==> config.mk <==
export PLATFORM = sky130hd
export DESIGN_NAME = dmem_access_arbiter_flat
export DESIGN_NICKNAME = d
export VERILOG_FILES = /design/src/rtl/dmem_access_arbiter_if.sv /design/src/rtl/dmem_access_arbiter.sv /design/src/flat_wrapper.sv
export SDC_FILE = /design/constraint.sdc
export NUM_CORES = 1
export LEC_CHECK = 0
export ABC_CLOCK_PERIOD_IN_PS = 25700
export CAP_MARGIN = 25
export CORE_AREA = 2 2 203 205
export CTS_BUF_LIST = sky130_fd_sc_hd__clkbuf_2
export DETAILED_ROUTE_END_ITERATION = 16
export DIE_AREA = 0 0 205 207
export PLACE_DENSITY = 0.61
export SYNTH_ARGS = -nofsm -noshare
export SYNTH_HDL_FRONTEND = slang
export SYNTH_SLANG_ARGS = --single-unit
==> constraint.sdc <==
create_clock -name clk -period 25.7 [get_ports clk]
set_clock_uncertainty 0.15 [all_clocks]
set_input_delay 5.14 -clock clk [delete_from_list [all_inputs] [get_ports clk]]
set_output_delay 5.14 -clock clk [all_outputs]
set_load 0.1 [all_outputs]
==> src/rtl/dmem_access_arbiter_if.sv <==
// Bus bundle between the fetch/load-store requesters, the data memory and the arbiter.
// The arbiter connects through the slave modport; requesters and memory use the master modport.
interface dmem_access_arbiter_if #(
   parameter int unsigned DATA_W = 64
);
   logic              if_req;
   logic [63:0]       if_addr;
   logic              if_gnt;
   logic              if_rvalid;
   logic [DATA_W-1:0] if_rdata;
   logic              if_err;

   logic              dm_req;
   logic              dm_we;
   logic [63:0]       dm_addr;
   logic [DATA_W-1:0] dm_wdata;
   logic              dm_gnt;
   logic              dm_rvalid;
   logic [DATA_W-1:0] dm_rdata;
   logic              dm_err;

   logic              mem_en;
   logic              mem_we;
   logic [63:0]       mem_addr;
   logic [DATA_W-1:0] mem_wdata;
   logic [DATA_W-1:0] mem_rdata;

   logic              busy;

   modport slave (
      input  if_req, if_addr, dm_req, dm_we, dm_addr, dm_wdata, mem_rdata,
      output if_gnt, if_rvalid, if_rdata, if_err,
      output dm_gnt, dm_rvalid, dm_rdata, dm_err,
      output mem_en, mem_we, mem_addr, mem_wdata, busy
   );

   modport master (
      output if_req, if_addr, dm_req, dm_we, dm_addr, dm_wdata, mem_rdata,
      input  if_gnt, if_rvalid, if_rdata, if_err,
      input  dm_gnt, dm_rvalid, dm_rdata, dm_err,
      input  mem_en, mem_we, mem_addr, mem_wdata, busy
   );
endinterface

==> src/rtl/dmem_access_arbiter.sv <==
// Shares a single-port data memory between fetch and load/store requesters with a checked,
// multi-cycle access FSM. Define ARB_ROUND_ROBIN_EN for round-robin; default is dm-over-if priority.
module dmem_access_arbiter #(
   parameter int unsigned DATA_W   = 64,
   parameter int unsigned ADDR_MAX = 1023,
   parameter int unsigned ALIGN_B  = 2,
   parameter int unsigned MEM_LAT  = 2
) (
   input logic               clk,
   input logic               reset,
   dmem_access_arbiter_if.slave bus
);
   localparam logic [1:0] S_IDLE   = 2'd0;
   localparam logic [1:0] S_ACCESS = 2'd1;
   localparam logic [1:0] S_RESP   = 2'd2;
   localparam logic [1:0] S_ERR    = 2'd3;

   localparam logic OWN_FETCH = 1'b0;
   localparam logic OWN_DM    = 1'b1;

   localparam int unsigned      LAT_W    = (MEM_LAT > 1) ? $clog2(MEM_LAT) : 1;
   localparam logic [LAT_W-1:0] LAT_LAST = LAT_W'(MEM_LAT - 1);

   logic [1:0]        state_q, state_d;
   logic [LAT_W-1:0]  lat_q, lat_d;
   logic              owner_q, owner_d;
   logic              mem_en_q, mem_en_d;
   logic              mem_we_q, mem_we_d;
   logic [63:0]       mem_addr_q, mem_addr_d;
   logic [DATA_W-1:0] mem_wdata_q, mem_wdata_d;
   logic              if_rvalid_q, if_rvalid_d;
   logic [DATA_W-1:0] if_rdata_q, if_rdata_d;
   logic              if_err_q, if_err_d;
   logic              dm_rvalid_q, dm_rvalid_d;
   logic [DATA_W-1:0] dm_rdata_q, dm_rdata_d;
   logic              dm_err_q, dm_err_d;

   logic              grant;
   logic              pick_dm;
   logic              req_we;
   logic              req_invalid;
   logic [63:0]       req_addr;
   logic [DATA_W-1:0] req_wdata;
   logic [DATA_W-1:0] resp_data;

   assign grant = (state_q == S_IDLE) && (bus.if_req || bus.dm_req);

`ifdef ARB_ROUND_ROBIN_EN
   logic last_winner_q;

   always_comb begin
      pick_dm = bus.dm_req;
      if (bus.dm_req && bus.if_req) pick_dm = (last_winner_q == OWN_FETCH);
   end

   always_ff @(posedge clk or posedge reset) begin
      if (reset)      last_winner_q <= OWN_FETCH;
      else if (grant) last_winner_q <= pick_dm ? OWN_DM : OWN_FETCH;
   end
`else
   assign pick_dm = bus.dm_req;
`endif

   assign bus.dm_gnt = grant && pick_dm;
   assign bus.if_gnt = grant && !pick_dm;

   assign req_addr    = pick_dm ? bus.dm_addr : bus.if_addr;
   assign req_we      = pick_dm && bus.dm_we;
   assign req_wdata   = pick_dm ? bus.dm_wdata : '0;
   assign req_invalid = (req_addr > 64'(ADDR_MAX)) || (req_addr[ALIGN_B-1:0] != '0);

   // Stores answer with zero data; loads and fetches return the word read on the last cycle.
   assign resp_data = mem_we_q ? '0 : bus.mem_rdata;

   always_comb begin
      // NOTE: every variable gets a default here so no path leaves it unassigned (no latches).
      state_d     = state_q;
      lat_d       = lat_q;
      owner_d     = owner_q;
      mem_en_d    = 1'b0;
      mem_we_d    = 1'b0;
      mem_addr_d  = '0;
      mem_wdata_d = '0;
      if_rvalid_d = 1'b0;
      if_rdata_d  = '0;
      if_err_d    = 1'b0;
      dm_rvalid_d = 1'b0;
      dm_rdata_d  = '0;
      dm_err_d    = 1'b0;

      case (state_q)
         S_IDLE: begin
            if (grant) begin
               owner_d = pick_dm ? OWN_DM : OWN_FETCH;
               lat_d   = '0;
               if (req_invalid) begin
                  state_d = S_ERR;
                  if (pick_dm) begin
                     dm_rvalid_d = 1'b1;
                     dm_err_d    = 1'b1;
                  end else begin
                     if_rvalid_d = 1'b1;
                     if_err_d    = 1'b1;
                  end
               end else begin
                  state_d     = S_ACCESS;
                  mem_en_d    = 1'b1;
                  mem_we_d    = req_we;
                  mem_addr_d  = req_addr;
                  mem_wdata_d = req_wdata;
               end
            end
         end
         S_ACCESS: begin
            if (lat_q == LAT_LAST) begin
               state_d = S_RESP;
               lat_d   = '0;
               if (owner_q == OWN_DM) begin
                  dm_rvalid_d = 1'b1;
                  dm_rdata_d  = resp_data;
               end else begin
                  if_rvalid_d = 1'b1;
                  if_rdata_d  = resp_data;
               end
            end else begin
               lat_d       = lat_q + 1'b1;
               mem_en_d    = 1'b1;
               mem_we_d    = mem_we_q;
               mem_addr_d  = mem_addr_q;
               mem_wdata_d = mem_wdata_q;
            end
         end
         default: state_d = S_IDLE;
      endcase
   end

   always_ff @(posedge clk or posedge reset) begin
      if (reset) begin
         state_q     <= S_IDLE;
         lat_q       <= '0;
         owner_q     <= OWN_FETCH;
         mem_en_q    <= 1'b0;
         mem_we_q    <= 1'b0;
         mem_addr_q  <= '0;
         mem_wdata_q <= '0;
         if_rvalid_q <= 1'b0;
         if_rdata_q  <= '0;
         if_err_q    <= 1'b0;
         dm_rvalid_q <= 1'b0;
         dm_rdata_q  <= '0;
         dm_err_q    <= 1'b0;
      end else begin
         // NOTE: non-blocking assignments so every register samples pre-edge values.
         state_q     <= state_d;
         lat_q       <= lat_d;
         owner_q     <= owner_d;
         mem_en_q    <= mem_en_d;
         mem_we_q    <= mem_we_d;
         mem_addr_q  <= mem_addr_d;
         mem_wdata_q <= mem_wdata_d;
         if_rvalid_q <= if_rvalid_d;
         if_rdata_q  <= if_rdata_d;
         if_err_q    <= if_err_d;
         dm_rvalid_q <= dm_rvalid_d;
         dm_rdata_q  <= dm_rdata_d;
         dm_err_q    <= dm_err_d;
      end
   end

   assign bus.mem_en    = mem_en_q;
   assign bus.mem_we    = mem_we_q;
   assign bus.mem_addr  = mem_addr_q;
   assign bus.mem_wdata = mem_wdata_q;
   assign bus.if_rvalid = if_rvalid_q;
   assign bus.if_rdata  = if_rdata_q;
   assign bus.if_err    = if_err_q;
   assign bus.dm_rvalid = dm_rvalid_q;
   assign bus.dm_rdata  = dm_rdata_q;
   assign bus.dm_err    = dm_err_q;
   assign bus.busy      = (state_q != S_IDLE);
endmodule

==> src/flat_wrapper.sv <==
// flat-port wrapper written by rule: the top's interface ports become plain ports
module dmem_access_arbiter_flat 
#(
   parameter int unsigned DATA_W   = 64,
   parameter int unsigned ADDR_MAX = 1023,
   parameter int unsigned ALIGN_B  = 2,
   parameter int unsigned MEM_LAT  = 2
)
  (clk, reset, bus_if_req, bus_if_addr, bus_dm_req, bus_dm_we, bus_dm_addr, bus_dm_wdata, bus_mem_rdata, bus_if_gnt, bus_if_rvalid, bus_if_rdata, bus_if_err, bus_dm_gnt, bus_dm_rvalid, bus_dm_rdata, bus_dm_err, bus_mem_en, bus_mem_we, bus_mem_addr, bus_mem_wdata, bus_busy);
  dmem_access_arbiter_if #(.DATA_W(DATA_W)) bus_i ();
  input logic clk;
  input logic reset;
  input wire logic [$bits(bus_i.if_req)-1:0] bus_if_req;
  input wire logic [$bits(bus_i.if_addr)-1:0] bus_if_addr;
  input wire logic [$bits(bus_i.dm_req)-1:0] bus_dm_req;
  input wire logic [$bits(bus_i.dm_we)-1:0] bus_dm_we;
  input wire logic [$bits(bus_i.dm_addr)-1:0] bus_dm_addr;
  input wire logic [$bits(bus_i.dm_wdata)-1:0] bus_dm_wdata;
  input wire logic [$bits(bus_i.mem_rdata)-1:0] bus_mem_rdata;
  output wire logic [$bits(bus_i.if_gnt)-1:0] bus_if_gnt;
  output wire logic [$bits(bus_i.if_rvalid)-1:0] bus_if_rvalid;
  output wire logic [$bits(bus_i.if_rdata)-1:0] bus_if_rdata;
  output wire logic [$bits(bus_i.if_err)-1:0] bus_if_err;
  output wire logic [$bits(bus_i.dm_gnt)-1:0] bus_dm_gnt;
  output wire logic [$bits(bus_i.dm_rvalid)-1:0] bus_dm_rvalid;
  output wire logic [$bits(bus_i.dm_rdata)-1:0] bus_dm_rdata;
  output wire logic [$bits(bus_i.dm_err)-1:0] bus_dm_err;
  output wire logic [$bits(bus_i.mem_en)-1:0] bus_mem_en;
  output wire logic [$bits(bus_i.mem_we)-1:0] bus_mem_we;
  output wire logic [$bits(bus_i.mem_addr)-1:0] bus_mem_addr;
  output wire logic [$bits(bus_i.mem_wdata)-1:0] bus_mem_wdata;
  output wire logic [$bits(bus_i.busy)-1:0] bus_busy;
  assign bus_i.if_req = bus_if_req;
  assign bus_i.if_addr = bus_if_addr;
  assign bus_i.dm_req = bus_dm_req;
  assign bus_i.dm_we = bus_dm_we;
  assign bus_i.dm_addr = bus_dm_addr;
  assign bus_i.dm_wdata = bus_dm_wdata;
  assign bus_i.mem_rdata = bus_mem_rdata;
  assign bus_if_gnt = bus_i.if_gnt;
  assign bus_if_rvalid = bus_i.if_rvalid;
  assign bus_if_rdata = bus_i.if_rdata;
  assign bus_if_err = bus_i.if_err;
  assign bus_dm_gnt = bus_i.dm_gnt;
  assign bus_dm_rvalid = bus_i.dm_rvalid;
  assign bus_dm_rdata = bus_i.dm_rdata;
  assign bus_dm_err = bus_i.dm_err;
  assign bus_mem_en = bus_i.mem_en;
  assign bus_mem_we = bus_i.mem_we;
  assign bus_mem_addr = bus_i.mem_addr;
  assign bus_mem_wdata = bus_i.mem_wdata;
  assign bus_busy = bus_i.busy;
  dmem_access_arbiter #(.DATA_W(DATA_W), .ADDR_MAX(ADDR_MAX), .ALIGN_B(ALIGN_B), .MEM_LAT(MEM_LAT)) u_core (.clk(clk), .reset(reset), .bus(bus_i));
endmodule
==> results of run 1 <==
[cells by family after synthesis]
group                  count (synthesis)
muxes                                  8
and+or+nand+nor                      316
DFF                                  266
AOI/OAI and AO/OA                     82
buffers and inverters                 47
[power by group through the flow]
stage	combinational, W	sequential, W	clock, W
2_1_floorplan	0.0000716	0.000600	0
3_3_place_gp	0.000332	0.000457	0
3_5_place_dp	0.000333	0.000458	0
4_1_cts	0.000334	0.000449	0.000288
5_1_grt	0.000350	0.000452	0.000312
6_report	0.000334	0.000449	0.000270
[registers in the layout (all words and copies together) (netlist names), 2 cells and up]
signal                count
u_core.bus.dm_rdata      64
u_core.bus.if_rdata      64
u_core.bus.mem_addr      64
u_core.bus.mem_wdata     64
u_core.state_q            2
[cells in the final DEF (no fill, tap or decap), drive strengths merged, types with 7 or more instances in the layout]
| cell | n |
|---|---|
| diode | 9 |
| clkdlybuf4s50 | 525 |
| inv | 7 |
| nor4 | 20 |
| buf | 14 |
| a22o | 65 |
| nand2 | 15 |
| and2 | 56 |
| nor2 | 136 |
| clkinv | 18 |
| o21ai | 11 |
| dfrtp | 266 |
| mux2i | 8 |
| nand2b | 65 |
| clkbuf | 94 |
[routing by layer]
layer / up-vias / GRT usage [%] / wire [um] / part of all wire, %
li1: 3579 / - / - / -
met1: 3691 / 16.2 / 12100 / 36
met2: 388 / 28.0 / 18000 / 53
met3: 61 / 5.19 / 2690 / 8.0
met4: 2 / 7.29 / 1080 / 3.2
met5: - / 0 / 11 / 0.032
[Yosys cell counts, drive strengths merged, types with 2 or more instances]
master | number | area share [%]
nand2b | 65 | 4.4
o21ai | 11 | 0.60
nor3 | 4 | 0.27
buf | 13 | 0.80
nor4 | 20 | 1.4
nand3b | 2 | 0.16
or2 | 2 | 0.14
nor2 | 136 | 5.5
clkbuf | 31 | 1.3
or3 | 4 | 0.27
and2 | 56 | 3.8
nand4 | 6 | 0.41
inv | 3 | 0.12
dfrtp | 266 | 72
nand2 | 15 | 0.61
mux2i | 8 | 0.87
a22o | 65 | 6.2
nor4b | 2 | 0.19
[how the worst max path moves through the flow]
| stage | from | to | slack, ps | cells after the start |
|---|---|---|---|---|
| after detailed placement | bus_dm_req | bus_dm_gnt | 13030 | 5 |
| final | bus_dm_req | bus_dm_gnt | 13020 | 5 |
| after global routing | bus_dm_req | bus_dm_gnt | 12930 | 5 |
| after global placement | bus_dm_req | bus_dm_gnt | 13050 | 5 |
| after floorplan | reset | u_core.bus.dm_err | 13080 | 1 |
| after CTS | bus_dm_req | bus_dm_gnt | 13020 | 5 |
[cell type report]
| class | count | area [sq um] |
|---|---|---|
| diodes | 9 | 22.5 |
| clock buffers | 94 | 470 |
| clock inverters | 22 | 86.3 |
| fillers | 3978 | 24600 |
| inverters | 3 | 18.8 |
| multi-input cells | 406 | 2380 |
| flip-flops and latches | 266 | 6660 |
| well taps | 532 | 666 |
| repair buffers | 539 | 5510 |
[through the flow]
step | utilization [%] | instance area [sq um] | power [W] | cells | hold WS (ps)
after detailed placement | 37.7 | 15200 | 0.000791 | 1745 | 321
after global routing | 39.2 | 15800 | 0.00111 | 1871 | 361
after CTS | 39.0 | 15800 | 0.00107 | 1861 | 340
after floorplan | - | 9220 | 0.000672 | 719 | 312
after global placement | 37.3 | 15000 | 0.000789 | 1739 | 317
final | 39.2 | 15800 | 0.00105 | 1871 | 332
==> summary.md, run 1 <==
| Metric | Value |
|---|---|
| CTS Buffer Depth | `3` |
| TritonCTS Buffers | `slightly above 70` |
| Initial antenna violation count | `9` |
| Area growth from synthesis to layout | `71.5%` |
| Worst r2r src | `u_core.state_q[1]` |
| Min-delay src | `u_core.bus.mem_addr[38]` |
| Most frequent CP cell | `clkdlybuf4s50_1` |
| Post-CTS setup buffers | `0` |
| Min-Delay Path Class | `register to register` |
| Outcome | `finished, final reports clean` |
| EDFF count, synth | `0` |
| Leak | `around 7 nW` |
| Later-pin clock latency in the skew report | `around 870 ps` |
| First-pass GRT wire length | `between 40 and 50 mm` |
| Switch share | `40.6%` |
| Tmin final | `between 10000 and 15000 ps` |
| Sw Pwr | `about 0.00043 W` |
| Post-synthesis sequential area ratio | `around 72%` |
| CP peak stage delay | `about 1200 ps` |
| Mapped cell area | `approximately 9200 sq um` |
| Synthesized net count | `a little under 1k` |
| Die Wd | `roughly 210 um` |
| Vias per cell | `about 4.1` |
| Hold Vio Cnt, Final | `0` |
| Distinct cells, synth | `31` |
| Fmax | `78.9 MHz` |
| CTS Root Cell | `clkbuf_2` |
| Critical Path AT | `7390 ps` |
| Post-synthesis sequential element count | `266` |
| Gpl congestion | `roughly 0.83` |
| Multiplexer share of the synthesized area | `less than 1%` |
| Flop-to-flop setup slack | `between 20000 and 25000 ps` |
| P_int | `roughly 0.00063 W` |
| Clock power frac | `around a quarter` |
| Syn avg cell area | `around 13 sq um` |
| Unrepaired setup endpoints after global routing | `false` |
| Largest family of logic cells by synthesized area | `simple AND/OR/NAND/NOR gates` |
| Crit path buffers/inverters | `4` |
| Setup TNS | `0 ps` |
| WHS Path Cells | `1` |
| Total gr overflow | `0` |
| Drt first pass iters | `4` |
| Reg clk slew, reported paths | `roughly 60 ps` |
| Die height | `207 um` |
| Worst slew pin tran | `about 1100 ps` |
| DR DRC count | `0` |
| Hold endpoint | `u_core.bus.mem_addr[38]` |
| Routed len/inst | `around 18 um` |
| Hold-fix buffers, CTS | `0` |
| Post-route ant nets | `0` |
| PwrDens | `between 60 and 70 nW/um^2` |
| Layout cell share with drive strength beyond 1 | `under 10%` |
| Warnings from Yosys | `0` |
| Top Family by Delay on Critical Path | `buffers and inverters` |
| Async SR Flop Fraction | `100%` |
| Vias in the first global route | `roughly 8k` |
| Setup Viol. Count Final | `0` |
| Worst setup EP type | `primary output` |
| Clock tree sinks | `around 270` |
| CP startpoint kind | `input port` |
| Core area | `roughly 40000 sq um` |
| Final net count | `between 1.5k and 2k` |
| Dpl ws | `~13000 ps` |
| Ys flop type | `dfrtp_1` |
| CTS tree | `yes` |
| End of the worst register-to-register path | `u_core.bus.mem_wdata[54]` |
| Gr usage total | `approximately 16%` |
| Vias after detailed routing | `between 7k and 8k` |
| Final worst slack | `around 13000 ps` |
| Post-synthesis xor/xnor area fraction | `0%` |
| Sequential fraction of design power | `between 40% and 50%` |
| I/O pin cnt | `526` |
| Largest net degree at the start of global routing | `between 150 and 200` |
| Worst vdd ir | `0.0412 mV` |
| # rows | `74` |
| Synth Area in Simple Gates | `17.5%` |
| Reg2reg path depth | `5` |
| Cell Chain, Critical Path | `clkdlybuf4s50_1 -> buf_4 -> nand2_1 -> inv_1 -> clkdlybuf4s50_1` |
| Post-detail-place hpwl | `roughly 25 mm` |
| Slew Limit Headroom | `between 20% and 30%` |
| H-tree Lvls | `3` |
| Max-slew violations | `0` |
| Worst path slowest cell | `clkdlybuf4s50_1` |
| Max-cap violations | `0` |
| Port bufs | `approximately 530` |
| Die ar. | `approximately 42000 sq um` |
| Iteration-0 DRC Markers | `328` |
| Post-Synth Adder-Cell Area | `0%` |
| Worst-path fanout max | `21` |
| Post-Route WL | `about 34 mm` |
| Tcrit/Tclk final | `49.3%` |
| Post-synthesis compound-gate area fraction | `about 7.3%` |
| Type of the worst setup path | `input port to primary output` |
| Starting Density | `about 23%` |
| Post-CTS sizing | `0` |
| Syn Inst Count | `between 700 and 800` |
| Crit path required time | `between 20000 and 25000 ps` |
| Combinational Power Share | `31.7%` |
(Power assumes the default switching activity.)
==> inputs of run 2 (changes only) <==
Settings changed: ABC_CLOCK_PERIOD_IN_PS 25700 to 10800, CORE_AREA 2 2 203 205 to 2 2 206 208, DIE_AREA 0 0 205 207 to 0 0 208 210, PLACE_DENSITY 0.61 to 0.62.
Clock period 25.7 ns to 10.8 ns, I/O delays scaled along.
==> summary.md, run 2 (same netlist as run 1, synthesis figures left out) <==
| Metric | Value |
|---|---|
| Crit path required time | `8490 ps (-11920 ps)` |
| Worst r2r src | `u_core.state_q[1]` |
| Tcrit/Tclk final | `61.6%` |
| Hold endpoint | `u_core.bus.mem_addr[55]` |
| Post-detail-place hpwl | `24.3 mm (-1.6%)` |
| End of the worst register-to-register path | `u_core.bus.mem_addr[55]` |
| Most used cells in the layout excluding fill and tap cells | `clkdlybuf4s50_1 (520), dfrtp_1 (265), nor2_1 (135)` |
| Die height | `210 um (+1.4%)` |
| H-tree Lvls | `3 (unchanged)` |
| Slew Limit Headroom | `25.7% (-1.6 points)` |
| Worst slew pin tran | `1110 ps (+27.0 ps)` |
| Layout cell share with drive strength beyond 1 | `9.08% (-0.020 points)` |
| Starting Density | `22.2% (-0.61 points)` |
| Min-Delay Path Class | `register to register` |
| Setup TNS | `0 ps (unchanged)` |
| Area of the multi-input gates | `2380 sq um (unchanged)` |
| Post-route ant nets | `0 (unchanged)` |
| Type of the worst setup path | `input port to primary output` |
| Vias in the first global route | `8268 (+0.58%)` |
| Post-Route WL | `33.3 mm (-1.7%)` |
| Post-CTS sizing | `0 (unchanged)` |
| Die ar. | `43700 sq um (+2.9%)` |
| CP peak stage delay | `1140 ps (-20 ps)` |
| Vias after detailed routing | `7757 (+0.47%)` |
| Tmin final | `about 6700 ps` |
| WHS | `335 ps (+2.51 ps)` |
| CTS Buffer Depth | `3 (unchanged)` |
| Filler cells | `4136 (+4.0%)` |
| Cell Chain, Critical Path | `clkdlybuf4s50_1 -> buf_4 -> nand2_1 -> inv_1 -> clkdlybuf4s50_1` |
| Final net count | `1543 (-0.39%)` |
| Worst-path fanout max | `21 (unchanged)` |
| Iteration-0 DRC Markers | `414 (+26%)` |
| Worst setup startpoint | `bus_dm_req` |
| TritonCTS Buffers | `72 (unchanged)` |
| Largest net degree at the start of global routing | `162 (+6.6%)` |
| First-pass GRT wire length | `48.9 mm (-1.1%)` |
| Max-cap violations | `0 (unchanged)` |
| Flop-to-flop setup slack | `8450 ps (-14840 ps)` |
| Post-CTS setup buffers | `0 (unchanged)` |
| Later-pin clock latency in the skew report | `880 ps (about the same)` |
| Reg2reg path depth | `5 (unchanged)` |
| CP startpoint kind | `input port` |
| Hold-fix buffers, CTS | `0 (unchanged)` |
| FF+latch area | `6660 sq um (unchanged)` |
| Hold Vio Cnt, Final | `0 (unchanged)` |
| Die Wd | `208 um (+1.5%)` |
| Core area | `41500 sq um (+2.7%)` |
| Dpl ws | `4120 ps (-8910 ps)` |
| DR DRC count | `0 (unchanged)` |
| Setup Viol. Count Final | `0 (unchanged)` |
| Critical Path AT | `4340 ps (-3050 ps)` |
| Drt first pass iters | `4 (unchanged)` |
| Worst path slowest cell | `clkdlybuf4s50_1` |
| Worst setup EP type | `primary output` |
| Clock tree sinks | `266 (unchanged)` |
| Area growth from synthesis to layout | `70.2%` |
| Gpl congestion | `0.808 (-2.2%)` |
| Initial antenna violation count | `4 (-5)` |
| Most frequent CP cell | `clkdlybuf4s50_1` |
| PwrDens | `162 nW/um^2 (+140%)` |
| Leak | `7.16 nW (-0.44%)` |
| Max-slew violations | `0 (unchanged)` |
| Total gr overflow | `0 (unchanged)` |
| Gr usage total | `14.8% (-0.73 points)` |
| CTS Root Cell | `clkbuf_2` |
| Vias per cell | `4.13 (+0.15%)` |
| # rows | `75 (+1.4%)` |
| Fmax | `around 150 MHz` |
| Routed len/inst | `17.7 um (-2.0%)` |
| Min-delay src | `u_core.bus.mem_addr[55]` |
| Reg clk slew, reported paths | `80 ps (+20 ps)` |
| WHS Path Cells | `1 (unchanged)` |
| Port bufs | `525 (unchanged)` |
| Unrepaired setup endpoints after global routing | `false` |
| Outcome | `finished, final reports clean` |
| CTS tree | `yes` |
| Final worst slack | `4150 ps (-8870 ps)` |
| Worst vdd ir | `0.0579 mV (+40%)` |
| Commonest non-fill, non-tap cell in the layout | `clkdlybuf4s50_1` |
| I/O pin cnt | `526 (unchanged)` |
## run 2: routing by layer
layer  part of all wire (%)  global-route usage, %
met4                    4.4                   8.58
met5                  0.033                      0
met1                     35                   15.4
met2                     52                   26.1
met3                    8.7                   5.14
## run 2: power by group
group	leakage [nW]	switching (W)	internal (W)
combinational	2.99	0.000591	0.000206
sequential	3.70	0.0000210	0.00105
clock	0.469	0.000420	0.000264
## run 2: cell type report
cell class                 instances  area share, %
sequential                       266           42.4
timing repair buffer             533           34.0
multi-input combinational        406           15.2
tap                              539           4.30
clock buffer                      94           3.00
clock inverter                    31          0.949
inverter                           3          0.120
antenna                            5         0.0797
## run 2: worst max-delay path by stage
stage	end	slack, ps	depth (start not counted)
after floorplan	u_core.bus.dm_err	1160	1
after global placement	bus_dm_gnt	4140	5
after detailed placement	bus_dm_gnt	4120	5
after CTS	bus_dm_gnt	4130	5
after global routing	bus_dm_gnt	4060	5
final	bus_dm_gnt	4150	5
## run 2: worst max-delay path, delay by kind of cell
family | cells | cell delay [ps]
and+or+nand+nor | 1 | 220
buffers and inverters | 4 | 1960
## run 2: stage by stage
step	utilization [%]	area, sq um	total power, W	std cells
CTS	37.7	15700	0.00259	1871
global placement	36.3	15000	0.00188	1746
global route	37.8	15700	0.00269	1875
finish	37.8	15700	0.00255	1877
detailed placement	36.3	15000	0.00188	1746
floorplan	-	9220	0.00160	719
